<file path="src/rtl/mu0_mem_if.sv">
// MU0 memory request/acknowledge bundle.
// The sequencer drives request and direction; memory answers with mem_ack.
interface mu0_mem_if;
    logic MEMrq;
    logic RnW;
    logic mem_ack;

    modport master (
        output MEMrq,
        output RnW,
        input  mem_ack
    );

    modport slave (
        input  MEMrq,
        input  RnW,
        output mem_ack
    );
endinterface

</file>
<file path="src/rtl/mu0_control.sv">
// MU0 fetch/execute sequencer with memory handshake,
// single-step pause and retired-instruction counter.
module mu0_control #(
    parameter int CNT_W = 16
) (
    input  logic             clk,
    input  logic             reset_n,
    input  logic [3:0]       F,
    input  logic             N,
    input  logic             Z,
    input  logic             step_en,
    input  logic             step,
    mu0_mem_if.master        mem,
    output logic             Asel,
    output logic             Xsel,
    output logic             Ysel,
    output logic [1:0]       M,
    output logic             PCEn,
    output logic             IREn,
    output logic             AccEn,
    output logic             Halted,
    output logic             fetch,
    output logic [CNT_W-1:0] instr_count
);

    typedef enum logic [1:0] {
        S_FETCH,
        S_EXEC,
        S_PAUSE,
        S_HALT
    } state_t;

    localparam logic [CNT_W-1:0] ONE = 1;

    state_t            r_state;
    state_t            w_next;
    logic [CNT_W-1:0]  r_count;
    logic              w_retire;
    logic              w_memrq;
    logic              w_rnw;
    logic              w_ack;

    assign mem.MEMrq   = w_memrq;
    assign mem.RnW     = w_rnw;
    assign w_ack       = mem.mem_ack;
    assign instr_count = r_count;

    always_ff @(posedge clk or negedge reset_n) begin
        if (!reset_n) begin
            r_state <= S_FETCH;
            r_count <= '0;
        end else begin
            r_state <= w_next;
            if (w_retire)
                r_count <= r_count + ONE;
        end
    end

    always_comb begin
        w_next   = r_state;
        w_retire = 1'b0;
        w_memrq  = 1'b0;
        w_rnw    = 1'b1;
        Asel     = 1'b0;
        Xsel     = 1'b0;
        Ysel     = 1'b0;
        M        = 2'b00;
        PCEn     = 1'b0;
        IREn     = 1'b0;
        AccEn    = 1'b0;
        Halted   = 1'b0;
        fetch    = 1'b0;

        unique case (r_state)
            S_FETCH: begin
                fetch   = 1'b1;
                w_memrq = 1'b1;
                Xsel    = 1'b1;
                M       = 2'b10;
                IREn    = w_ack;
                PCEn    = w_ack;
                if (w_ack)
                    w_next = S_EXEC;
            end
            S_EXEC: begin
                // Memory ops wait for mem_ack; everything else retires now.
                w_retire = 1'b1;
                case (F)
                    4'd0: begin
                        Asel     = 1'b1;
                        w_memrq  = 1'b1;
                        AccEn    = w_ack;
                        w_retire = w_ack;
                    end
                    4'd1: begin
                        Asel     = 1'b1;
                        w_memrq  = 1'b1;
                        w_rnw    = 1'b0;
                        w_retire = w_ack;
                    end
                    4'd2, 4'd3: begin
                        Asel     = 1'b1;
                        w_memrq  = 1'b1;
                        M        = (F == 4'd2) ? 2'b01 : 2'b11;
                        AccEn    = w_ack;
                        w_retire = w_ack;
                    end
                    4'd4: begin
                        Ysel = 1'b1;
                        PCEn = 1'b1;
                    end
                    4'd5: begin
                        Ysel = 1'b1;
                        PCEn = ~N;
                    end
                    4'd6: begin
                        Ysel = 1'b1;
                        PCEn = ~Z;
                    end
                    default: ;
                endcase
                if (w_retire) begin
                    if (F == 4'd7)
                        w_next = S_HALT;
                    else if (step_en)
                        w_next = S_PAUSE;
                    else
                        w_next = S_FETCH;
                end
            end
            S_PAUSE: begin
                if (step || !step_en)
                    w_next = S_FETCH;
            end
            S_HALT: begin
                Halted = 1'b1;
            end
            default: w_next = S_FETCH;
        endcase
    end

endmodule

</file>
<file path="src/flat_wrapper.sv">
// flat-port wrapper written by rule: the top's interface ports become plain ports
module mu0_control_flat 
#(
    parameter int CNT_W = 16
)
  (clk, reset_n, F, N, Z, step_en, step, Asel, Xsel, Ysel, M, PCEn, IREn, AccEn, Halted, fetch, instr_count, mem_MEMrq, mem_RnW, mem_mem_ack);
  mu0_mem_if mem_i ();
  input  logic clk;
  input  logic reset_n;
  input  logic [3:0] F;
  input  logic N;
  input  logic Z;
  input  logic step_en;
  input  logic step;
  output logic Asel;
  output logic Xsel;
  output logic Ysel;
  output logic [1:0] M;
  output logic PCEn;
  output logic IREn;
  output logic AccEn;
  output logic Halted;
  output logic fetch;
  output logic [CNT_W-1:0] instr_count;
  output wire logic [$bits(mem_i.MEMrq)-1:0] mem_MEMrq;
  output wire logic [$bits(mem_i.RnW)-1:0] mem_RnW;
  input wire logic [$bits(mem_i.mem_ack)-1:0] mem_mem_ack;
  assign mem_MEMrq = mem_i.MEMrq;
  assign mem_RnW = mem_i.RnW;
  assign mem_i.mem_ack = mem_mem_ack;
  mu0_control #(.CNT_W(CNT_W)) u_core (.clk(clk), .reset_n(reset_n), .F(F), .N(N), .Z(Z), .step_en(step_en), .step(step), .mem(mem_i), .Asel(Asel), .Xsel(Xsel), .Ysel(Ysel), .M(M), .PCEn(PCEn), .IREn(IREn), .AccEn(AccEn), .Halted(Halted), .fetch(fetch), .instr_count(instr_count));
endmodule
</file>
<file path="config.mk">
export PLATFORM = sky130hd
export DESIGN_NAME = mu0_control_flat
export DESIGN_NICKNAME = d
export VERILOG_FILES = /design/src/rtl/mu0_mem_if.sv /design/src/rtl/mu0_control.sv /design/src/flat_wrapper.sv
export SDC_FILE = /design/constraint.sdc
export NUM_CORES = 1
export LEC_CHECK = 0
export CAP_MARGIN = 0
export CORE_MARGIN = 2
export CORE_UTILIZATION = 35
export CTS_CLUSTER_SIZE = 14
export DETAILED_ROUTE_END_ITERATION = 7
export MAX_ROUTING_LAYER = met4
export PLACE_DENSITY = 0.76
export SETUP_SLACK_MARGIN = 0.15
export SYNTH_ARGS = -nofsm -noshare
export SYNTH_HDL_FRONTEND = slang
export SYNTH_SLANG_ARGS = --single-unit
export TNS_END_PERCENT = 5
</file>
<file path="constraint.sdc">
create_clock -name clk -period 3.5 [get_ports clk]
set_input_delay 0.7 -clock clk [delete_from_list [all_inputs] [get_ports clk]]
set_output_delay 0.7 -clock clk [all_outputs]
set_load 0.01 [all_outputs]
</file>
==> summary.md, run 1 <==
| Metric | Value |
|---|---|
| Maximum root-to-sink buffer count | `2` |
| Max-cap viol count | `0` |
| Reg2Reg Depth | `6` |
| Worst rel slew slack | `47.78%` |
| Slew @ Worst Pin | `~0.8 ns` |
| Period utilisation layout | `86.09%` |
| Sw Share | `between 30 and 40%` |
| # diodes | `0` |
| Die Wd | `58.90 µm` |
| Setup bufs post-CTS | `0` |
| Die Area | `approximately 3500 µm²` |
| Worst path buffer plus inverter count | `2` |
| P_int | `~0.56 mW` |
| Clk_skew | `0.002477 ns` |
| FF+latch count, synth | `18` |
| Vias | `837` |
| Number of flops mapped to enable cells by yosys | `0` |
| Critical Path End Type | `output pin` |
| GRT overflow | `0` |
| Hold Crit Start | `u_core.instr_count[15]` |
| Status | `finished with violations` |
| Hpwl dp | `1765 µm` |
| Share of cells above drive strength 1 | `between 10% and 20%` |
| DRC | `4` |
| Seq pwr share | `between 30% and 40%` |
| Initial Utilization | `between 30% and 40%` |
| Hold Crit Depth | `1` |
| GR Util met1 | `about 16%` |
| Crit Path Max Fanout | `4` |
| Clk_lat worst skew | `about 0.28 ns` |
| WHS | `about 0.48 ns` |
| CTS Buf Count | `3` |
| Synth Area per Inst | `between 10 and 15 µm²` |
| H-Tree Depth | `1` |
| Antenna violations before repair | `0` |
| Vias/cell | `5.042` |
| Setup-failing EPs final | `0` |
| Reg-to-reg endpoint | `u_core.r_state[1]` |
| Post-synthesis sequential area ratio | `about 43%` |
| Drt pass-1 iters | `8` |
| CTS Root Cell | `clkbuf_4` |
| First-pass GRT wire length | `3636 µm` |
| Final Non-Filler Cells | `around 170` |
| Routed len/inst | `13.01 µm` |
| RSZ-0062 raised after global routing | `no` |
| Failing checks | `DRC` |
| Flop2flop setup slack | `1.76 ns` |
| Ys flop type | `dfrtp_1` |
| Worst reg2reg path startpoint | `u_core.r_state[1]` |
| Syn Nets | `110` |
| GR Util met2 | `approximately 24%` |
| Clock Power Share | `between 10% and 20%` |
| CTS resizes | `0` |
| Mapped Cells | `between 90 and 100` |
| Gr busiest metal | `met2` |
| M3 GR Usage | `just over 3%` |
| Peak VDD IR | `between 0.0003 and 0.0004 V` |
| Startpoint Class | `primary input` |
| Pin count of the biggest net entering global routing | `19` |
| Most frequent CP cell | `clkdlybuf4s50_1` |
| Net Switching | `around 0.33 mW` |
| Worst Path Required | `between 2 and 3 ns` |
| Post-Syn Area | `1055 µm²` |
| Core area | `2805 µm²` |
| Setup TNS | `0 ns` |
| Endpoint, Worst Hold | `u_core.instr_count[15]` |
| Final Wtd Congestion | `approximately 0.70` |
| Max Freq | `roughly 0.33 GHz` |
| Vias in the first global route | `around 850` |
| Worst path max stage delay | `0.53 ns` |
| Final Power | `between 0.8 and 0.9 mW` |
| Asr flop ratio synth | `100.0%` |
| # clock sinks | `18` |
| Port Buffers | `38` |
| P_leak | `roughly 0.63 nW` |
| Area grow syn2layout | `42.47%` |
| Worst path slowest cell | `clkdlybuf4s50_1` |
| Crit Path Class | `primary input to output pin` |
| Hold Path Class | `flip-flop to flip-flop` |
| Core Rows | `19` |
| Final wirelength | `2160 µm` |
| Die height | `just under 60 µm` |
| I/O pin cnt | `39` |
| Worst-path clk slew | `0.10 ns` |
| YS warnings | `0` |
| Pwr Density | `592.4 nW/µm²` |
| Dpl cells | `roughly 160` |
| Fin crit period | `roughly 3.0 ns` |
| Post-CTS Hold Buffers | `0` |
| Slew Viols, Final | `0` |
| CTS tree | `built` |
| Delay-heaviest family, CP | `buffers and inverters` |
| Cells along the critical path | `clkdlybuf4s50_1 -> nand3b_1 -> a21oi_1 -> o21ai_0 -> nand2b_1 -> clkdlybuf4s50_1` |
| Yosys cell types | `34` |
| Final Net Count | `between 150 and 200` |
| WP data arrival | `2.31 ns` |
| Final Hold Fails | `0` |
| Routed Antenna Nets | `0` |
| 1st-iter DRT viols | `33` |
| Combinational Power Share | `49.3%` |
| Total GRT Usage | `between 10% and 20%` |
-- cells by family after synthesis --
| kind of cell | after synthesis | synth area share, % |
|---|---|---|
| adders and majority gates | 5 | 5.931 |
| buffers and inverters | 7 | 2.847 |
| and+or+nand+nor | 37 | 26.57 |
| muxes | 3 | 2.966 |
| DFF | 18 | 42.70 |
| AOI/OAI and AO/OA | 9 | 6.525 |
| xor gates and xnor gates | 15 | 12.45 |
-- how the worst max path moves through the flow --
stage                        to  slack [ns]               from  cells after the start
final                      PCEn        0.49               F[3]                      6
after global routing       PCEn        0.37               F[3]                      6
after CTS                  PCEn        0.48               F[3]                      6
after detailed placement   PCEn        0.47               F[3]                      6
after global placement    AccEn        0.59               F[3]                      4
after floorplan           AccEn        1.47  u_core.r_state[1]                      4
-- metrics by stage --
stage,cell area (µm²),worst slack (ns),util [%]
2_1_floorplan,1055,1.467,-
3_3_place_gp,1466,0.5867,52.27
3_5_place_dp,1466,0.4694,52.27
4_1_cts,1503,0.4770,53.57
5_1_grt,1503,0.3706,53.57
6_report,1503,0.4868,53.57
-- sequential cells by signal, indices dropped and copies added (netlist names) --
register            cells
u_core.instr_count     16
u_core.r_state          2
-- power groups by stage --
stage                     Combinational [mW]  Clock (mW)  Sequential, mW
final                                  0.439       0.125           0.326
after global routing                   0.480       0.141           0.335
after detailed placement               0.445           0           0.332
after floorplan                        0.231           0           0.336
after CTS                              0.448       0.128           0.329
after global placement                 0.437           0           0.327
-- layer usage --
layer / share of wire, % / routed length, µm
met5: 0 / 0
met1: 43 / 918
met3: 7.9 / 171
met2: 49 / 1060
met4: 0.42 / 9
-- synthesized netlist by cell type, drive strengths merged, types with 2 or more instances --
cell type	number	area share (%)
a21oi	3	1.4
and2	2	1.2
and3	2	1.2
dfrtp	18	43
ha	5	5.9
inv	5	1.8
mux2i	2	1.9
nand2	7	2.5
nand2b	2	1.2
nand3	7	6.2
nand3b	2	1.4
nor2	4	1.4
nor3	3	2.4
nor4	4	5.0
o21ai	2	1.3
xnor2	10	8.3
xor2	5	4.2
-- layout by cell type (no fill, tap or decap), drive strengths merged --
cell type      count
nor3               3
a31oi              1
nand3              7
xor2               5
nor2               4
and4               1
clkbuf             4
clkdlybuf4s50     38
and3               2
o31a               1
dfrtp             18
nor4               4
nand2b             2
o21ai              2
and4b              1
clkinv             1
a31o               1
and2               2
inv                5
xnor2             10
nor3b              1
nand3b             2
ha                 5
a21oi              3
nand2              7
nand4              1
mux2i              2
mux2               1
o211ai             1
-- area by class of cell --
cell class | count | area, µm²
clock buffers | 4 | 36.28
fillers | 266 | 1303
inverters | 6 | 22.52
multi-input cells | 69 | 574.3
flip-flops and latches | 18 | 450.4
well taps | 31 | 38.79
repair buffers | 38 | 380.4
Note: power is estimated with default switching activity, not from simulation.
==> run 2, diff against run 1 <==
--- a/config.mk
+++ b/config.mk
@@ -6,13 +6,16 @@
 export NUM_CORES = 1
 export LEC_CHECK = 0
 export CAP_MARGIN = 0
+export CORE_ASPECT_RATIO = 1.75
 export CORE_MARGIN = 2
 export CORE_UTILIZATION = 35
 export CTS_CLUSTER_SIZE = 14
 export DETAILED_ROUTE_END_ITERATION = 7
+export HOLD_SLACK_MARGIN = 0.12
 export MAX_ROUTING_LAYER = met4
 export PLACE_DENSITY = 0.76
 export SETUP_SLACK_MARGIN = 0.15
+export SLEW_MARGIN = 0
 export SYNTH_ARGS = -nofsm -noshare
 export SYNTH_HDL_FRONTEND = slang
 export SYNTH_SLANG_ARGS = --single-unit
==> run 2 against run 1 <==
Net effect: sequential power is essentially flat; die area grew 0.50%; design area grew 1.0%; the flow now finishes without violations; clock-buffer cell count is the same; critical path type unchanged; register-to-register slack lost 0.05 ns; critical path depth shrank 2.
==> summary.md, run 2 (synthesis results as in run 1) <==
| Metric | Value |
|---|---|
| Sw Share | `36.49% (was 36.85%)` |
| Initial Utilization | `36.43% (was 37.60%)` |
| Worst-path clk slew | `0.07 ns (was 0.10 ns)` |
| 1st-iter DRT viols | `20 (was 33)` |
| Final Net Count | `152 (unchanged)` |
| Final wirelength | `2440 µm (was 2160 µm)` |
| Peak VDD IR | `0.0003758 V (was 0.0003366 V)` |
| Most frequent cells in the layout | `clkdlybuf4s50_1 (38), dfrtp_1 (18), xnor2_1 (10), nand2_1 (7) (unchanged)` |
| Worst rel slew slack | `46.46% (was 47.78%)` |
| CTS Buf Count | `3 (unchanged)` |
| Clock Power Share | `18.2% (was 14.1%)` |
| Antenna violations before repair | `0 (unchanged)` |
| Combinational Power Share | `47.1% (was 49.3%)` |
| Met2 wire length | `1376 µm (was 1060 µm)` |
| Startpoint Class | `primary input (unchanged)` |
| GRT overflow | `0 (unchanged)` |
| Max-cap viol count | `0 (unchanged)` |
| Core Rows | `26 (was 19)` |
| Hold Path Class | `flip-flop to flip-flop (unchanged)` |
| Share of cells above drive strength 1 | `11.85% (unchanged)` |
| Seq pwr share | `34.7% (was 36.6%)` |
| P_leak | `0.6398 nW (was 0.6321 nW)` |
| Critical Path End Type | `output pin (unchanged)` |
| WP data arrival | `2.27 ns (was 2.31 ns)` |
| Slew Viols, Final | `0 (unchanged)` |
| CTS tree | `built (unchanged)` |
| Final Hold Fails | `0 (unchanged)` |
| Routed len/inst | `14.97 µm (was 13.01 µm)` |
| Placed Area | `1463 µm² (was 1466 µm²)` |
| Max FFs per register | `16 (unchanged)` |
| Total GRT Usage | `16.20% (was 13.92%)` |
| Setup TNS | `0 ns (unchanged)` |
| Die Wd | `45.50 µm (was 58.90 µm)` |
| Die height | `76.62 µm (was 58.90 µm)` |
| Vias/cell | `5.313 (was 5.042)` |
| Period utilisation layout | `84.76% (was 86.09%)` |
| # clock sinks | `18 (unchanged)` |
| Worst Path Required | `2.80 ns (about the same)` |
| Vias | `866 (was 837)` |
| Post-CTS Hold Buffers | `0 (unchanged)` |
| Hold Crit Depth | `1 (unchanged)` |
| Highest metal used | `met4 (unchanged)` |
| RSZ-0062 raised after global routing | `no (unchanged)` |
| Reg2Reg Depth | `6 (unchanged)` |
| Setup bufs post-CTS | `0 (unchanged)` |
| Fin crit period | `2.966 ns (was 3.013 ns)` |
| Port Buffers | `38 (unchanged)` |
| Most common cell after layout, fill and taps aside | `clkdlybuf4s50_1 (unchanged)` |
| Hpwl dp | `1900 µm (was 1765 µm)` |
| Max Freq | `0.3371 GHz (was 0.3319 GHz)` |
| Area grow syn2layout | `43.89% (was 42.47%)` |
| Crit Path Class | `primary input to output pin (unchanged)` |
| Pin count of the biggest net entering global routing | `19 (unchanged)` |
| Pwr Density | `621.7 nW/µm² (was 592.4 nW/µm²)` |
| Post-route cell area | `1518 µm² (was 1503 µm²)` |
| Crit Path Max Fanout | `6 (was 4)` |
| Vias in the first global route | `867 (was 851)` |
| Routed Antenna Nets | `0 (unchanged)` |
| Die Area | `3486 µm² (was 3469 µm²)` |
| I/O pin cnt | `39 (unchanged)` |
| DRC | `0 (was 4)` |
| CTS Root Cell | `clkbuf_8 (was clkbuf_4)` |
| Clk_skew | `0.003792 ns (was 0.002477 ns)` |
| Setup-failing EPs final | `0 (unchanged)` |
| Drt pass-1 iters | `4 (was 8)` |
| First-pass GRT wire length | `4119 µm (was 3636 µm)` |
| Net Switching | `0.3443 mW (was 0.3280 mW)` |
| P_int | `0.5992 mW (was 0.5622 mW)` |
| Met3 WL post-DR | `137 µm (was 171 µm)` |
| Core area | `2895 µm² (was 2805 µm²)` |
| Clk_lat worst skew | `0.26 ns (was 0.28 ns)` |
| Maximum root-to-sink buffer count | `2 (unchanged)` |
| CTS resizes | `0 (unchanged)` |
| Status | `complete, no violations (was finished with violations)` |
| Met1 wire length | `858 µm (was 918 µm)` |
| # diodes | `0 (unchanged)` |
| H-Tree Depth | `1 (unchanged)` |
| Final Wtd Congestion | `0.7619 (was 0.7005)` |
| Slew @ Worst Pin | `0.8006 ns (was 0.7809 ns)` |
| Fin util | `52.42% (was 53.57%)` |
## run 2: metrics by stage
| stage | instances | power, mW | hold slack [ns] | worst slack (ns) |
|---|---|---|---|---|
| final | 163 | 0.9435 | 0.4698 | 0.5335 |
| after global routing | 163 | 1.009 | 0.4993 | 0.4468 |
| after CTS | 163 | 0.9549 | 0.4773 | 0.5454 |
| after detailed placement | 159 | 0.7782 | 0.4677 | 0.5518 |
| after global placement | 159 | 0.7624 | 0.4589 | 0.5760 |
| after floorplan | 94 | 0.5674 | 0.4044 | 1.467 |
## run 2: routing by layer
| metal | vias to the layer above | GRT usage, % |
|---|---|---|
| met5 | - | - |
| met3 | 7 | 1.659 |
| met1 | 412 | 17.32 |
| met2 | 35 | 27.75 |
| met4 | 0 | 7.941 |
| li1 | 412 | - |
## run 2: cell type report
cell class	instances	area [µm²]
inverter	6	22.52
fill	262	1378
multi-input combinational	69	574.3
timing repair buffer	38	380.4
tap	28	35.03
clock buffer	4	55.05
sequential	18	450.4
## run 2: power groups by stage
stage	sequential, mW	combinational (mW)	clock, mW
6_report	0.327	0.445	0.172
5_1_grt	0.338	0.487	0.184
4_1_cts	0.328	0.450	0.177
3_5_place_dp	0.331	0.447	0
3_3_place_gp	0.326	0.436	0
2_1_floorplan	0.336	0.231	0
## run 2: worst paths after layout
path / startpoint / to / slack, ns
worst max register to register: u_core.r_state[1] / u_core.r_state[0] / 1.71
max in group asynchronous: reset_n / u_core.instr_count[6] / 2.10
worst min register to register: u_core.instr_count[15] / u_core.instr_count[15] / 0.47
min in group asynchronous: reset_n / u_core.instr_count[12] / 0.90
worst min-delay path: u_core.instr_count[15] / u_core.instr_count[15] / 0.47
worst max-delay path: F[3] / AccEn / 0.53
## run 2: worst max-delay path, stage by stage
cell and delay (ns):
clkdlybuf4s50_1 0.48, nor3b_2 0.35, and3_1 0.21, clkdlybuf4s50_1 0.53
==> run 3, diff against run 2 <==
==> constraint.sdc (replaced) <==
create_clock -name clk -period 3.05 [get_ports clk]
set_input_delay 0.61 -clock clk [delete_from_list [all_inputs] [get_ports clk]]
set_output_delay 0.61 -clock clk [all_outputs]
set_load 0.01 [all_outputs]
==> run 3 against run 2 <==
Net effect: flip-flop and latch count stayed put; non-clock buffer count did not move; design area is the same; via count down 0.23%; hold slack got worse by 0.0044 ns; clock-buffer cell count is the same; sequential share of layout area unchanged; wire length is 4.9% lower; total power grew 14%; global-route usage is 0.61 points lower.
==> summary.md, run 3 (synthesis results as in run 1) <==
| Metric | Value |
|---|---|
| CTS Buf Count | `3 (unchanged)` |
| Share of cells above drive strength 1 | `11.85% (unchanged)` |
| H-Tree Depth | `1 (unchanged)` |
| CTS tree | `built (unchanged)` |
| Final Wtd Congestion | `0.7615 (was 0.7619)` |
| Most frequent cells in the layout | `clkdlybuf4s50_1 (38), dfrtp_1 (18), xnor2_1 (10), nand2_1 (7) (unchanged)` |
| Most frequent CP cell | `clkdlybuf4s50_1 (unchanged)` |
| Pin count of the biggest net entering global routing | `19 (unchanged)` |
| Worst rel slew slack | `45.27% (was 46.46%)` |
| Antenna violations before repair | `0 (unchanged)` |
| Vias in the first global route | `899 (was 867)` |
| Clk_lat worst skew | `0.25 ns (was 0.26 ns)` |
| Routed len/inst | `14.24 µm (was 14.97 µm)` |
| Cells along the critical path | `clkdlybuf4s50_1 -> nor3b_2 -> and3_1 -> clkdlybuf4s50_1 (unchanged)` |
| Maximum root-to-sink buffer count | `2 (unchanged)` |
| Slew Viols, Final | `0 (unchanged)` |
| Period utilisation layout | `between 90% and 100%` |
| # clock sinks | `18 (unchanged)` |
| Final Net Count | `152 (unchanged)` |
| Fill cell count | `265 (was 262)` |
| Max-cap viol count | `0 (unchanged)` |
| Initial Utilization | `36.43% (unchanged)` |
| Status | `complete, no violations (unchanged)` |
| Worst path slowest cell | `clkdlybuf4s50_1 (unchanged)` |
| Vias/cell | `5.301 (was 5.313)` |
| Critical Path End Type | `output pin (unchanged)` |
| RSZ-0062 raised after global routing | `no (unchanged)` |
| Routed Antenna Nets | `0 (unchanged)` |
| Crit Path Class | `primary input to output pin (unchanged)` |
| First-pass GRT wire length | `4036 µm (was 4119 µm)` |
| CTS Root Cell | `clkbuf_8 (unchanged)` |
| Setup bufs post-CTS | `0 (unchanged)` |
| Drt pass-1 iters | `4 (unchanged)` |
| Most common cell after layout, fill and taps aside | `clkdlybuf4s50_1 (unchanged)` |
| GRT overflow | `0 (unchanged)` |
| Fin crit period | `2.786 ns` |
| Area of the multi-input gates | `574.3 µm² (unchanged)` |
| Final setup margin | `0.2643 ns (was 0.5335 ns)` |
| Area grow syn2layout | `43.89% (unchanged)` |
| Fin util | `52.42% (unchanged)` |
| Setup-failing EPs final | `0 (unchanged)` |
| P_leak | `0.6398 nW (unchanged)` |
| Clk_skew | `0.001003 ns (was 0.003792 ns)` |
| Startpoint Class | `primary input (unchanged)` |
| Final wirelength | `2321 µm (was 2440 µm)` |
| Slew @ Worst Pin | `0.8183 ns (was 0.8006 ns)` |
| Vias | `864 (was 866)` |
| Die Area | `3486 µm² (unchanged)` |
| Post-CTS Hold Buffers | `0 (unchanged)` |
| Worst-path clk slew | `0.06 ns (was 0.07 ns)` |
| Final Hold Fails | `0 (unchanged)` |
| Peak VDD IR | `0.0004324 V (was 0.0003758 V)` |
| Pre-CTS WS | `0.2817 ns (was 0.5518 ns)` |
| Max Freq | `around 0.36 GHz` |
| WP data arrival | `2.18 ns (was 2.27 ns)` |
| Hold Path Class | `flip-flop to flip-flop (unchanged)` |
| Max FFs per register | `16 (unchanged)` |
| Port Buffers | `38 (unchanged)` |
| DRC | `0 (unchanged)` |
| Final Power | `1.078 mW (was 0.9435 mW)` |
| Setup TNS | `0 ns (unchanged)` |
| Core area | `2895 µm² (unchanged)` |
| Crit Path Max Fanout | `6 (unchanged)` |
| Hpwl dp | `1850 µm (was 1900 µm)` |
| Total GRT Usage | `15.59% (was 16.20%)` |
| Die height | `76.62 µm (unchanged)` |
| I/O pin cnt | `39 (unchanged)` |
| CTS resizes | `0 (unchanged)` |
| Die Wd | `45.50 µm (unchanged)` |
| Core Rows | `26 (unchanged)` |
| Worst path max stage delay | `0.52 ns (was 0.53 ns)` |
| 1st-iter DRT viols | `10 (was 20)` |
| Pwr Density | `710.5 nW/µm² (was 621.7 nW/µm²)` |
| WHS | `0.4654 ns (was 0.4698 ns)` |
| Worst Path Required | `2.44 ns (was 2.80 ns)` |
| Register Area | `450.4 µm² (unchanged)` |
| # diodes | `0 (unchanged)` |
==> run 3: cell counts in the layout (fill, tap and decap cells not counted) <==
No cell type changed its count.
==> run 3: cell type report <==
class / count / share of cell area, %
well taps: 28 / 2.308
repair buffers: 38 / 25.06
inverters: 6 / 1.484
multi-input cells: 69 / 37.84
flip-flops and latches: 18 / 29.68
clock buffers: 4 / 3.627
==> run 3: final timing paths <==
kind / startpoint / endpoint / slack, ns / cells after the start
max: F[3] / AccEn / 0.26 / 4
min reg2reg: u_core.instr_count[15] / u_core.instr_count[15] / 0.47 / 1
max reg2reg: u_core.r_state[1] / u_core.r_state[0] / 1.32 / 6
min in group asynchronous: reset_n / u_core.instr_count[12] / 0.83 / 1
max in group asynchronous: reset_n / u_core.instr_count[4] / 1.71 / 1
min: u_core.instr_count[15] / u_core.instr_count[15] / 0.47 / 1
==> run 3: report_power, final <==
group / switching [mW] / internal [mW]
Sequential: 0.0825 / 0.293
Combinational: 0.231 / 0.281
Clock: 0.0763 / 0.115
==> run 3: critical path, delay by kind of cell <==
family | cells | cell delay, ns
and+or+nand+nor | 2 | 0.56
buffers and inverters | 2 | 1.00
==> run 3: through the flow <==
stage,std cells,cell area (µm²)
after floorplan,94,1055
after global placement,159,1463
after detailed placement,159,1463
after CTS,163,1518
after global routing,163,1518
final,163,1518
==> run 3: layer usage <==
layer  up-vias  part of all wire [%]  GRT usage, %
li1        411                     -             -
met1       418                    37         17.92
met2        31                    56         25.49
met3         4                   5.5         3.318
met4         0                   1.5         5.588
met5         -                     0             -
